$ cat src/rtl/sipo_stream_rx_if.sv
// Handshake bundle for sipo_stream_rx: word stream in, parallel frame out.
// SIPO_STREAM_RX_SYNC_EN adds the i_first marker and o_sync_err pulse.
interface sipo_stream_rx_if #(
  parameter int BIT   = 8,
  parameter int NDATA = 3
);
  localparam int CW = $clog2(NDATA + 1);

  logic                       i_valid;
  logic                       o_ready;
  logic [BIT-1:0]             i_data;
  logic                       o_valid;
  logic                       i_ready;
  logic [0:NDATA-1][BIT-1:0]  o_data;
  logic [CW-1:0]              o_count;
`ifdef SIPO_STREAM_RX_SYNC_EN
  logic                       i_first;
  logic                       o_sync_err;

  modport slave (
    input  i_valid, i_data, i_ready, i_first,
    output o_ready, o_valid, o_data, o_count, o_sync_err
  );

  modport master (
    output i_valid, i_data, i_ready, i_first,
    input  o_ready, o_valid, o_data, o_count, o_sync_err
  );
`else
  modport slave (
    input  i_valid, i_data, i_ready,
    output o_ready, o_valid, o_data, o_count
  );

  modport master (
    output i_valid, i_data, i_ready,
    input  o_ready, o_valid, o_data, o_count
  );
`endif
endinterface

$ cat src/rtl/sipo_stream_rx.sv
// Handshaked deserializer: NDATA words of BIT bits become one double-buffered frame.
// Optional frame-start resync with error pulse when SIPO_STREAM_RX_SYNC_EN is defined.
module sipo_stream_rx #(
  parameter int BIT   = 8,
  parameter int NDATA = 3
) (
  input logic             i_clk,
  input logic             i_rst,
  sipo_stream_rx_if.slave bus
);
  localparam int CW = $clog2(NDATA + 1);
  localparam int IW = $clog2(NDATA);
  localparam logic [CW-1:0] FULL = CW'(NDATA);
  localparam logic [CW-1:0] LAST = CW'(NDATA - 1);

  logic [0:NDATA-1][BIT-1:0] coll_q, coll_d;
  logic [0:NDATA-1][BIT-1:0] out_data_q, out_data_d;
  logic [CW-1:0]             cnt_q, cnt_d;
  logic                      out_valid_q, out_valid_d;
  logic [IW-1:0]             slot;
  logic                      accept, take, out_free, store_word;
`ifdef SIPO_STREAM_RX_SYNC_EN
  logic                      sync_err_q, sync_err_d;
`endif

  assign bus.o_ready = (cnt_q != FULL);
  assign bus.o_valid = out_valid_q;
  assign bus.o_data  = out_data_q;
  assign bus.o_count = cnt_q;
`ifdef SIPO_STREAM_RX_SYNC_EN
  assign bus.o_sync_err = sync_err_q;
`endif

  assign accept   = bus.i_valid && bus.o_ready;
  assign take     = out_valid_q && bus.i_ready;
  // The output register can absorb a new frame if it is empty or emptying now.
  assign out_free = !out_valid_q || bus.i_ready;
  assign slot     = cnt_q[IW-1:0];

  always_comb begin
    coll_d      = coll_q;
    cnt_d       = cnt_q;
    out_data_d  = out_data_q;
    out_valid_d = out_valid_q;
    store_word  = 1'b0;
`ifdef SIPO_STREAM_RX_SYNC_EN
    sync_err_d  = 1'b0;
`endif

    if (take) begin
      out_valid_d = 1'b0;
    end

    if (cnt_q == FULL) begin
      // Pending full collection waits for the consumer to free the output.
      if (take) begin
        out_data_d  = coll_q;
        out_valid_d = 1'b1;
        cnt_d       = '0;
      end
    end else if (accept) begin
`ifdef SIPO_STREAM_RX_SYNC_EN
      if (bus.i_first) begin
        coll_d[0]  = bus.i_data;
        cnt_d      = CW'(1);
        sync_err_d = (cnt_q != '0);
      end else if (cnt_q == '0) begin
        sync_err_d = 1'b1;
      end else begin
        store_word = 1'b1;
      end
`else
      store_word = 1'b1;
`endif
    end

    if (store_word) begin
      coll_d[slot] = bus.i_data;
      if (cnt_q == LAST) begin
        if (out_free) begin
          out_data_d  = coll_d;
          out_valid_d = 1'b1;
          cnt_d       = '0;
        end else begin
          cnt_d = FULL;
        end
      end else begin
        cnt_d = cnt_q + CW'(1);
      end
    end
  end

  always_ff @(posedge i_clk) begin
    if (i_rst) begin
      coll_q      <= '0;
      cnt_q       <= '0;
      out_data_q  <= '0;
      out_valid_q <= 1'b0;
`ifdef SIPO_STREAM_RX_SYNC_EN
      sync_err_q  <= 1'b0;
`endif
    end else begin
      coll_q      <= coll_d;
      cnt_q       <= cnt_d;
      out_data_q  <= out_data_d;
      out_valid_q <= out_valid_d;
`ifdef SIPO_STREAM_RX_SYNC_EN
      sync_err_q  <= sync_err_d;
`endif
    end
  end
endmodule

$ cat src/flat_wrapper.sv
// flat-port wrapper written by rule: the top's interface ports become plain ports
module sipo_stream_rx_flat 
#(
  parameter int BIT   = 8,
  parameter int NDATA = 3
)
  (i_clk, i_rst, bus_i_valid, bus_i_data, bus_i_ready, bus_o_ready, bus_o_valid, bus_o_data, bus_o_count);
  sipo_stream_rx_if #(.BIT(BIT), .NDATA(NDATA)) bus_i ();
  input logic i_clk;
  input logic i_rst;
  input wire logic [$bits(bus_i.i_valid)-1:0] bus_i_valid;
  input wire logic [$bits(bus_i.i_data)-1:0] bus_i_data;
  input wire logic [$bits(bus_i.i_ready)-1:0] bus_i_ready;
  output wire logic [$bits(bus_i.o_ready)-1:0] bus_o_ready;
  output wire logic [$bits(bus_i.o_valid)-1:0] bus_o_valid;
  output wire logic [$bits(bus_i.o_data)-1:0] bus_o_data;
  output wire logic [$bits(bus_i.o_count)-1:0] bus_o_count;
  assign bus_i.i_valid = bus_i_valid;
  assign bus_i.i_data = bus_i_data;
  assign bus_i.i_ready = bus_i_ready;
  assign bus_o_ready = bus_i.o_ready;
  assign bus_o_valid = bus_i.o_valid;
  assign bus_o_data = bus_i.o_data;
  assign bus_o_count = bus_i.o_count;
  sipo_stream_rx #(.BIT(BIT), .NDATA(NDATA)) u_core (.i_clk(i_clk), .i_rst(i_rst), .bus(bus_i));
endmodule
$ cat config.mk
export PLATFORM = sky130hd
export DESIGN_NAME = sipo_stream_rx_flat
export DESIGN_NICKNAME = d
export VERILOG_FILES = /design/src/rtl/sipo_stream_rx_if.sv /design/src/rtl/sipo_stream_rx.sv /design/src/flat_wrapper.sv
export SDC_FILE = /design/constraint.sdc
export NUM_CORES = 1
export LEC_CHECK = 0
export ABC_AREA = 1
export CAP_MARGIN = 5
export CORE_UTILIZATION = 55
export DETAILED_ROUTE_END_ITERATION = 8
export PLACE_DENSITY = 0.8
export SLEW_MARGIN = 10
export SYNTH_ARGS = -nofsm -noshare
export SYNTH_HDL_FRONTEND = slang
export SYNTH_SLANG_ARGS = --single-unit
$ cat constraint.sdc
create_clock -name i_clk -period 4.1 [get_ports i_clk]
set_input_delay 0.82 -clock i_clk [delete_from_list [all_inputs] [get_ports i_clk]]
set_output_delay 0.82 -clock i_clk [all_outputs]
set_load 0.02 [all_outputs]
==> results.ini <==
[outcome]
status = completed

[power]
power.switching_mw = 0.2872
p_leak_nw = 1.326
power_frac_clock_pct = 34.4
powerDensity_mw_per_mm2 = 368.6
p_comb_share_pct = 15.3
p_total_mw = 1.076
pwr-share-seq_pct = 50.3
switching_share_pct = 26.70
ir_worst_vdd_uv = 218.2
internal-power_mw = 0.7886

[critical_path]
worstSetupEndpointType = flop
cp_common_cell = nand2_1
arrival_ns = 2.65
critPathLaunchType = input port
cp_slowest_stage_delay_ns = 0.53
required_ns = 4.30
crit_fanout = 25
critPathTopFamily = buffers and inverters
crit_buf_inv = 4
rrSetupSlack_ns = 2.14
slowest_stage = inv_1
critPathKind = in2reg
worstPathCellList = clkdlybuf4s50_1, inv_1, nand2_1, nand3_1, inv_1, buf_4, nand2_1, nand2_1, nor2_1

[yosys]
synth-xor-area-share_pct = 0
synth_compound_area_share_pct = 15.43
synth_top_family_by_area = simple AND/OR/NAND/NOR gates
yosys.area_share.simple_pct = 33.11
synthMuxAreaShare_pct = 0
syn_area_sq_mm = 0.002441
yosysWarnings = 0
synth.distinct_cells = 18
syn_avg_cell_area_sq_um = 6.308
ys_ff_latch = 51
syn_nets = 399
synthAdderAreaFrac_pct = 0
seq_area_frac_synth_pct = 41.82
synth_cells = 387

[clock_network]
insertion_delay_ns = 0.30
cts_sinks = 51
cts_max_path_buffers = 2
clk_pin_slew_worst_paths_ns = 0.09
cts_resized = 0
cts_tree = done
clock-root-buffer = clkbuf_8
cts_made_buffers = 5
cts_hold_buffers = 0
htreeDepth = 2
post-cts-setup-buffer-count = 0

[placed_design]
placed_area_sq_mm = 0.002798
place_hpwl_mm = 3.475
numPortBuffers = 39
place_congestion = 0.7971
place_inst = 457

[final_layout]
final_nets = 426
stdcell_area_sq_mm = 0.002919
diodes = 0
syn2layout_area_growth_pct = 19.58
finalCoreUtilization_pct = 70.44
final_cells = 465
layout-drive-gt1-share_pct = 3.614
nFillCells = 388

[route]
drtIter0Drc = 134
vias = 2317
drc = 0
detail_route.wl_per_cell_um = 11.35
routed_via_density = 4.983
antenna_left = 0
drt_wl_total_mm = 5.277
drt_pass1_iterations = 4

[grt]
grt_pass1_wl_mm = 8.659
overflow = 0
grt_max_degree = 48
grt_usage_pct = 25.04
grt_pass1_vias = 1960
antenna_found_initial = 0

[sta]
max_freq_ghz = 0.4082
setup_tns_ns = 0
min_period_ns = 2.450
worst_slew_margin_rel_pct = 40.02
finalMaxSlewViolations = 0
worstMarginPinSlew_ns = 0.8963
finalCritPeriodShare_pct = 59.75
hold_viol_final = 0
rsz0062_at_grt = false
finClkSkew_ns = 0.01244
setup_violations = 0

[die]
die_x_um = 68.62
die_area_sq_mm = 0.004709
io_pins = 40
die_h_um = 68.62
row_count = 23
start_util_pct = 58.91
design.core.area_sq_mm = 0.004144

[min_path]
hold_path.class = reg2reg

[run]
maxCapViolations = 0

==> synthesized netlist by cell type <==
library cell / count / share of area (%)
nor2_4: 2 / 0.92
nand2_2: 2 / 0.51
a21oi_1: 27 / 5.5
buf_6: 1 / 0.46
a31oi_1: 1 / 0.26
dfxtp_1: 51 / 42
buf_1: 1 / 0.15
buf_4: 3 / 0.92
nor2_1: 47 / 7.2
nand2_1: 149 / 23
o21ai_0: 47 / 9.6
nand3b_1: 1 / 0.31
clkbuf_1: 5 / 0.77
nand3_1: 6 / 1.2
clkbuf_2: 1 / 0.20
inv_1: 32 / 4.9
buf_2: 10 / 2.1
inv_2: 1 / 0.15
==> layer usage <==
metal	GRT usage (%)	wire length, um	vias to the layer above
met5	0	0	-
met4	6.250	43	0
met3	4.934	213	4
met2	45.34	2427	51
met1	29.97	2593	1013
li1	-	-	1249
==> state kept, by name, summed over array words and instances (netlist names) <==
| register | flops |
|---|---|
| u_core.bus.o_count | 2 |
| u_core.bus.o_data | 24 |
| u_core.bus.o_valid | 1 |
| u_core.coll_q | 24 |
==> worst min-delay path: stages (launching register included) <==
cell and delay [ns]:
dfxtp_1 0.31, inv_1 0.06, a21oi_1 0.06
==> final cells by class <==
| type | instances | area [sq um] | share of cell area [%] |
|---|---|---|---|
| timing repair buffer | 41 | 405.4 | 13.89 |
| clock buffer | 6 | 82.58 | 2.829 |
| tap | 50 | 62.56 | 2.143 |
| inverter | 33 | 123.9 | 4.243 |
| clock inverter | 2 | 38.79 | 1.329 |
| sequential | 51 | 1021 | 34.98 |
| multi-input combinational | 282 | 1185 | 40.59 |
==> final timing paths <==
path	depth (start not counted)	to	start
max reg2reg	8	u_core.bus.o_data[3]$_SDFF_PP0_	u_core.bus.o_count[1]$_SDFFE_PP0P_
max	9	u_core.bus.o_data[3]$_SDFF_PP0_	bus_i_ready
min reg2reg	2	u_core.coll_q[7]$_SDFFE_PP0P_	u_core.coll_q[7]$_SDFFE_PP0P_
min	2	u_core.coll_q[7]$_SDFFE_PP0P_	u_core.coll_q[7]$_SDFFE_PP0P_
==> metrics by stage <==
stage	hold WS (ns)	setup slack (ns)
finish	0.4661	1.650
CTS	0.4670	1.633
global route	0.5016	1.487
global placement	0.4457	1.361
detailed placement	0.4524	1.318
floorplan	0.4297	2.478
==> power by group through the flow <==
stage	logic (mW)	registers, mW	clock network (mW)
after detailed placement	0.164	0.553	0
final	0.165	0.541	0.370
after CTS	0.165	0.541	0.376
after global routing	0.187	0.546	0.397
after floorplan	0.100	0.562	0
after global placement	0.161	0.552	0
==> placed cells by master, fill, tap and decap left out <==
cell,n
o21ai_0,47
bufinv_16,1
a31oi_1,1
clkdlybuf4s50_1,39
inv_6,1
nand2_1,149
buf_4,2
dfxtp_1,51
nor2_4,2
clkbuf_8,6
nor2_1,47
nand2_2,2
nand3_1,6
nand3b_1,1
inv_1,32
a21oi_1,27
inv_2,1
==> logic make-up (layout without fill, tap and decap cells) <==
| logic type | Yosys count | after routing |
|---|---|---|
| compound gates | 75 | 75 |
| buf+inv | 54 | 82 |
| flops | 51 | 51 |
| simple gates | 207 | 207 |
Power figures use the tool's default switching activity.
